===== src/rtl/easyaxi_pkg.sv =====
// Shared definitions for the EasyAXI slot queue: slot state encodings,
// default queue depth and a width helper.
package easyaxi_pkg;

   typedef enum logic [1:0] {
      SLOT_FREE   = 2'd0,
      SLOT_PEND   = 2'd1,
      SLOT_ISSUED = 2'd2
   } slot_state_e;

   localparam int DEEP_NUM_DEF = 8;

   // Ceiling log2, never less than 1 so a single-slot queue still has an index bit.
   function automatic int clog2(input int value);
      int w;
      w = 0;
      while ((1 << w) < value) begin
         w++;
      end
      return (w < 1) ? 1 : w;
   endfunction

endpackage


===== src/rtl/easyaxi_onehot2bin.sv =====
// One-hot to binary encoder. An all-zero input encodes to 0; callers qualify
// the result with their own valid bit.
module easyaxi_onehot2bin
   import easyaxi_pkg::*;
#(
   parameter int DEEP_NUM = DEEP_NUM_DEF,
   parameter int ID_WIDTH = clog2(DEEP_NUM)
) (
   input  logic [DEEP_NUM-1:0] onehot,
   output logic [ID_WIDTH-1:0] bin
);

   // OR together the indices of all set bits; exact for one-hot input.
   always_comb begin
      bin = '0;
      for (int i = 0; i < DEEP_NUM; i++) begin
         if (onehot[i]) begin
            bin = bin | i[ID_WIDTH-1:0];
         end
      end
   end

endmodule


===== src/rtl/easyaxi_slot_queue.sv =====
// Transaction slot manager feeding the EasyAXI round-robin arbiter.
// Slots move FREE -> PEND (alloc) -> ISSUED (dispatch) -> FREE (done).
module easyaxi_slot_queue
   import easyaxi_pkg::*;
#(
   parameter int DEEP_NUM = DEEP_NUM_DEF,
   parameter int ID_WIDTH = clog2(DEEP_NUM)
) (
   input  logic                clk,
   input  logic                rst,
   input  logic                alloc_valid,
   output logic                alloc_ready,
   output logic [ID_WIDTH-1:0] alloc_id,
   output logic [DEEP_NUM-1:0] queue_o,
   output logic                sche_en_o,
   input  logic [DEEP_NUM-1:0] pointer_i,
   output logic                dispatch_valid,
   output logic [ID_WIDTH-1:0] dispatch_id,
   input  logic                dispatch_ready,
   input  logic                done_valid,
   input  logic [ID_WIDTH-1:0] done_id,
   output logic                done_err,
   output logic [ID_WIDTH:0]   count,
   output logic                full,
   output logic                empty
);

   slot_state_e         slot_q [DEEP_NUM];
   logic [DEEP_NUM-1:0] pend_bits;
   logic [DEEP_NUM-1:0] issued_bits;
   logic [DEEP_NUM-1:0] free_bits;
   logic [DEEP_NUM-1:0] free_lowest;
   logic [DEEP_NUM-1:0] sel;
   logic                alloc_fire;
   logic                dispatch_fire;
   logic                done_hit;

   // Decode per-slot state; the illegal encoding falls into neither set and so counts as FREE.
   always_comb begin
      pend_bits   = '0;
      issued_bits = '0;
      count       = '0;
      for (int i = 0; i < DEEP_NUM; i++) begin
         pend_bits[i]   = (slot_q[i] == SLOT_PEND);
         issued_bits[i] = (slot_q[i] == SLOT_ISSUED);
         count          = count + {{ID_WIDTH{1'b0}}, pend_bits[i] | issued_bits[i]};
      end
   end

   assign free_bits   = ~(pend_bits | issued_bits);
   assign free_lowest = free_bits & (-free_bits);
   assign full        = ~(|free_bits);
   assign empty       = &free_bits;
   assign alloc_ready = ~full;
   assign alloc_fire  = alloc_valid & alloc_ready;

   assign sel            = pointer_i & pend_bits;
   assign dispatch_valid = |sel;
   assign dispatch_fire  = dispatch_valid & dispatch_ready;
   assign sche_en_o      = ~dispatch_valid | dispatch_ready;
   assign queue_o        = pend_bits & ~(pointer_i & {DEEP_NUM{dispatch_fire}});

   assign done_hit = done_valid && (int'(done_id) < DEEP_NUM) && issued_bits[done_id];

   easyaxi_onehot2bin #(.DEEP_NUM(DEEP_NUM), .ID_WIDTH(ID_WIDTH)) u_alloc_enc (
      .onehot (free_lowest),
      .bin    (alloc_id)
   );

   easyaxi_onehot2bin #(.DEEP_NUM(DEEP_NUM), .ID_WIDTH(ID_WIDTH)) u_dispatch_enc (
      .onehot (sel),
      .bin    (dispatch_id)
   );

   // Slot state transitions; alloc, dispatch and done always target different slots in a cycle.
   always_ff @(posedge clk) begin
      if (rst) begin
         for (int i = 0; i < DEEP_NUM; i++) begin
            slot_q[i] <= SLOT_FREE;
         end
         done_err <= 1'b0;
      end else begin
         done_err <= done_valid & ~done_hit;
         for (int i = 0; i < DEEP_NUM; i++) begin
            if (alloc_fire && free_lowest[i]) begin
               slot_q[i] <= SLOT_PEND;
            end else if (dispatch_fire && sel[i]) begin
               slot_q[i] <= SLOT_ISSUED;
            end else if (done_hit && (int'(done_id) == i)) begin
               slot_q[i] <= SLOT_FREE;
            end else if (!(pend_bits[i] || issued_bits[i])) begin
               slot_q[i] <= SLOT_FREE;
            end
         end
      end
   end

   a_pointer_onehot0 : assert property (@(posedge clk) disable iff (rst) $onehot0(pointer_i));

   a_dispatch_stable : assert property (@(posedge clk) disable iff (rst)
      (dispatch_valid && !dispatch_ready) |=> (dispatch_valid && $stable(dispatch_id)));

   for (genvar g = 0; g < DEEP_NUM; g++) begin : g_slot_chk
      a_slot_legal : assert property (@(posedge clk) disable iff (rst)
         (pend_bits[g] || issued_bits[g] || (slot_q[g] == SLOT_FREE)));
   end

endmodule


===== config.mk =====
export PLATFORM = sky130hd
export DESIGN_NAME = easyaxi_slot_queue
export DESIGN_NICKNAME = d
export VERILOG_FILES = /design/src/rtl/easyaxi_pkg.sv /design/src/rtl/easyaxi_onehot2bin.sv /design/src/rtl/easyaxi_slot_queue.sv
export SDC_FILE = /design/constraint.sdc
export NUM_CORES = 1
export LEC_CHECK = 0
export CAP_MARGIN = 20
export CORE_UTILIZATION = 45
export CTS_CLUSTER_DIAMETER = 40
export CTS_CLUSTER_SIZE = 28
export DETAILED_ROUTE_END_ITERATION = 7
export GPL_TIMING_DRIVEN = 0
export PLACE_DENSITY_LB_ADDON = 0.2
export SYNTH_ARGS = -nofsm -noshare
export SYNTH_HDL_FRONTEND = slang
export SYNTH_SLANG_ARGS = --single-unit

===== constraint.sdc =====
create_clock -name clk -period 3.6 [get_ports clk]
set_input_delay 0.36 -clock clk [delete_from_list [all_inputs] [get_ports clk]]
set_output_delay 0.36 -clock clk [all_outputs]
set_load 0.1 [all_outputs]

==> results.txt <==
- Crit-path most repeated cell: sky130_fd_sc_hd__fa_1
* Number of H-tree levels: 1
- Shortest period the worst path allows: roughly 4000 ps
* Relative slew slack: 0.349
- In this run, CTS created clock tree buffers numbering 3.
- Maximum count of clock buffers along a single path: 2
- Number of flops mapped to enable cells by yosys: 16
- The die is between 60 and 70 um wide.
* Adder and majority cell fraction of the synthesized area: 0.218
- Vertical extent of the die: between 60 and 70 um
- Cell depth of the worst min-delay path: 2
* Slew at the pin closest to its max-slew limit: approximately 1000 ps
* Starting utilization of the core area: 0.480
- The cell area that synthesis handed to floorplanning was approximately 1600 um2.
* Largest family of logic cells by synthesized area: adder cells
* Count of antenna diodes in the layout: 0
- Traced cell by cell, the critical path runs through ha_4 > fa_1 > fa_1 > fa_1 > inv_1 > ha_2 > inv_2 > fa_2 > clkinvlp_4 > buf_12.
- Number of antenna violations at the first check in global routing: 0
- For the worst setup path, the data required time is between 3000 and 4000 ps.
- Worst min path class: input pin to flip-flop
* Fraction of synthesized cell area taken by the top area cell type: 0.295
- Maximum fanout along the worst path: 2
- Commonest cells in the netlist: sky130_fd_sc_hd__inv_1, sky130_fd_sc_hd__ha_1, sky130_fd_sc_hd__edfxtp_1
* Number of cells in the design after placement: ~260
- Synthesis produced a netlist with a net count of approximately 220.
- Entering global routing, the biggest net connects 11 pins.
- Following the worst setup path forward leads to its endpoint at count[1].
* Sum Neg Setup Slack: -686 ps
* HPWL after DPL: approximately 3400 um
- Endpoint kind of the worst setup timing path: primary output
* Fill cells: ~280
* Count of boundary I/O pins: 40
* Post-Route Skew: between 15 and 20 ps
- Critical Path Source Type: flip-flop
- The detailed router placed between 1500 and 2000 vias in this run.
- The run finished, with violations left.
- Synthesis instantiated 37 different standard cells from the library.
- Synth area leader: sky130_fd_sc_hd__edfxtp_1
- TritonCTS built the clock tree.
- Summing all multi-input logic gate instances after layout gives 1080 um2.
- After the first detailed-routing iteration, the DRC count stood at 142.
- Dividing the final minimum period by the clock period gives 1.10.
- Setup slack, reg-to-reg: about 830 ps
- The endpoint identified for the worst register-to-register timing path is slot_q[0][2].
- After detailed routing, the number of remaining DRC violations is 2.
- Mux share of post-synthesis cell area: 0.0269
- Register Area: roughly 500 um2
* Global routing usage summed across all routing layers: 0.246
- The worst register-to-register path has a depth of 10.
* FFs w/ async S/R, synth: 0
- The count of nets left with antenna violations once routing finished came out at 0.
- In this run the core area contains 21 standard-cell rows.
* Top FF cell, synth: sky130_fd_sc_hd__edfxtp_1
- The total area inside the core boundary comes to roughly 3400 um2.
- Number of port buffers: 36
* Residual overflow from global routing: 0
* Number of global-route vias before repair: 1581
- Relative to the synthesized area, the layout overhead comes to 40.1%.
- Buffer cell driving the clock tree root: sky130_fd_sc_hd__clkbuf_4
- Setup violations remaining at the end of the flow were counted as 3.
- By area the synthesized netlist is led by sky130_fd_sc_hd__edfxtp_1, sky130_fd_sc_hd__ha_1, sky130_fd_sc_hd__inv_1.
- At the later pin of the worst-skew pair, clock insertion delay measures roughly 310 ps.
* Global-route wire length before repair: roughly 7500 um
- The final reports fail on DRC, setup timing.
* Routed via count divided by cell count: 5.92
- By instance count, the leading cell after synthesis is sky130_fd_sc_hd__inv_1.
- Layout cells sized above 1: 0.201
- The number of max-slew violations in the final report was 0.
- Post-placement cell area: between 2000 and 2500 um2
* Aggregate routed wire length: 4640 um
- Complex-gate fraction of the synthesized area: 0.155
- Once layout is done, the placed cells without fillers occupy around 2300 um2.
- Synthesis produced a netlist whose cell count is about 180.
- Yosys Warn Count: 0
* Critical path arrival: 3600 ps
* Critical path's slowest cell: sky130_fd_sc_hd__fa_1
- By startpoint and endpoint, the worst setup path is classified as flip-flop to primary output.
- Number of cells in the finished layout apart from fillers: about 280
- Setup slack on the critical path of the routed design comes to -356 ps.
- The die covers a little under 4000 um2.
- Setup repair after global routing missed its margin: yes
* Worst-path clk slew: about 110 ps
* Routed wire per std cell: approximately 17 um
- The most critical setup path has its startpoint at slot_q[0][3].
- At the end of routability-driven placement, the weighted congestion stood at between 0.8 and 0.9.
* Number of hold-repair buffers added at the cts stage: 0
- The startpoint identified for the worst register-to-register timing path is slot_q[0][3].
- Average cell area after synthesis: 9.20 um2
- Register bit total from synthesis: 17
- Of the total synthesized cell area, the portion taken by AND, OR, NAND and NOR gates is 0.194.
* Fmax: 253 MHz
- Across the run, the number of max-cap violations was 0.
- Post-Synth XOR/XNOR Area: 0.00538
- Final hold vios: 0
* Post-layout net count: around 270
- Total iterations of the first detailed-routing run: 6
* Longest individual stage delay on the worst path: about 550 ps
- Part of the Yosys area used for sequential elements: 0.307
- TritonCTS sink count: 17
-- per-stage QoR --
step	util	hold slack [ps]	worst slack, ps
floorplan	-	524	-168
finish	0.673	687	-356
global placement	0.632	801	-927
detailed placement	0.632	822	-991
global route	0.673	693	-470
CTS	0.658	679	-381
-- layer usage --
layer,vias to the layer above,track usage,wire length (um)
met2,88,0.437,2290
met3,11,0.0349,343
met1,788,0.305,1910
li1,742,-,-
met4,0,0.0814,94
met5,-,0,0
-- state kept, by name, indices dropped and copies added, names as in the netlist --
name      count
done_err      1
slot_q       16
-- area by class of cell --
type                       instances  share of cell area
multi-input combinational        122               0.475
sequential                        17               0.219
timing repair buffer              48               0.200
inverter                          30              0.0510
tap                               46              0.0252
buffer                             8              0.0170
clock buffer                       3             0.00987
clock inverter                     1             0.00219
-- worst min-delay path by stage --
| stage | from | end |
|---|---|---|
| final | done_valid | done_err |
| after global routing | done_valid | done_err |
| after CTS | done_valid | done_err |
| after detailed placement | slot_q[0][7] | slot_q[0][7] |
| after global placement | slot_q[0][7] | slot_q[0][7] |
| after floorplan | done_valid | done_err |
-- critical path, delay by kind of cell (launching register included) --
family	cells	cell delay, ps
buffers and inverters	4	380
flip-flops	1	440
adder cells (fa/ha/maj)	6	2470
-- cells in the final DEF (no fill, tap or decap), types with 5 or more instances in the layout --
cell type	netlist	routed
sky130_fd_sc_hd__a21boi_0	6	6
sky130_fd_sc_hd__a311oi_1	12	12
sky130_fd_sc_hd__buf_4	0	13
sky130_fd_sc_hd__clkbuf_1	6	6
sky130_fd_sc_hd__clkdlybuf4s50_1	0	27
sky130_fd_sc_hd__edfxtp_1	16	16
sky130_fd_sc_hd__ha_1	22	18
sky130_fd_sc_hd__inv_1	30	26
sky130_fd_sc_hd__nand2_1	14	14
sky130_fd_sc_hd__nand2b_1	5	5
sky130_fd_sc_hd__nand4_1	7	7
sky130_fd_sc_hd__nor2_1	6	6
sky130_fd_sc_hd__o21ai_0	10	10
-- kinds of logic (layout without fill, tap and decap cells) --
kind of cell             count (synthesis)  after routing
buffers and inverters                   38             90
AO/OA/AOI/OAI                           35             35
AND/OR/NAND/NOR                         56             56
XOR/XNOR                                 1              1
multiplexers                             4              4
adder cells (fa/ha/maj)                 26             26
flip-flops                              17             17
-- timing repair --
item / 4_1_cts / 5_1_grt
setup buffers: 6 / 6
gates resized for setup: 40 / 13
endpoints found under the setup margin: 9 / 7
pin swaps: 6 / 4
Power is left out: the tool's default activity adds up to more than one toggle a clock period on the data nets, which glitch-free logic cannot reach.
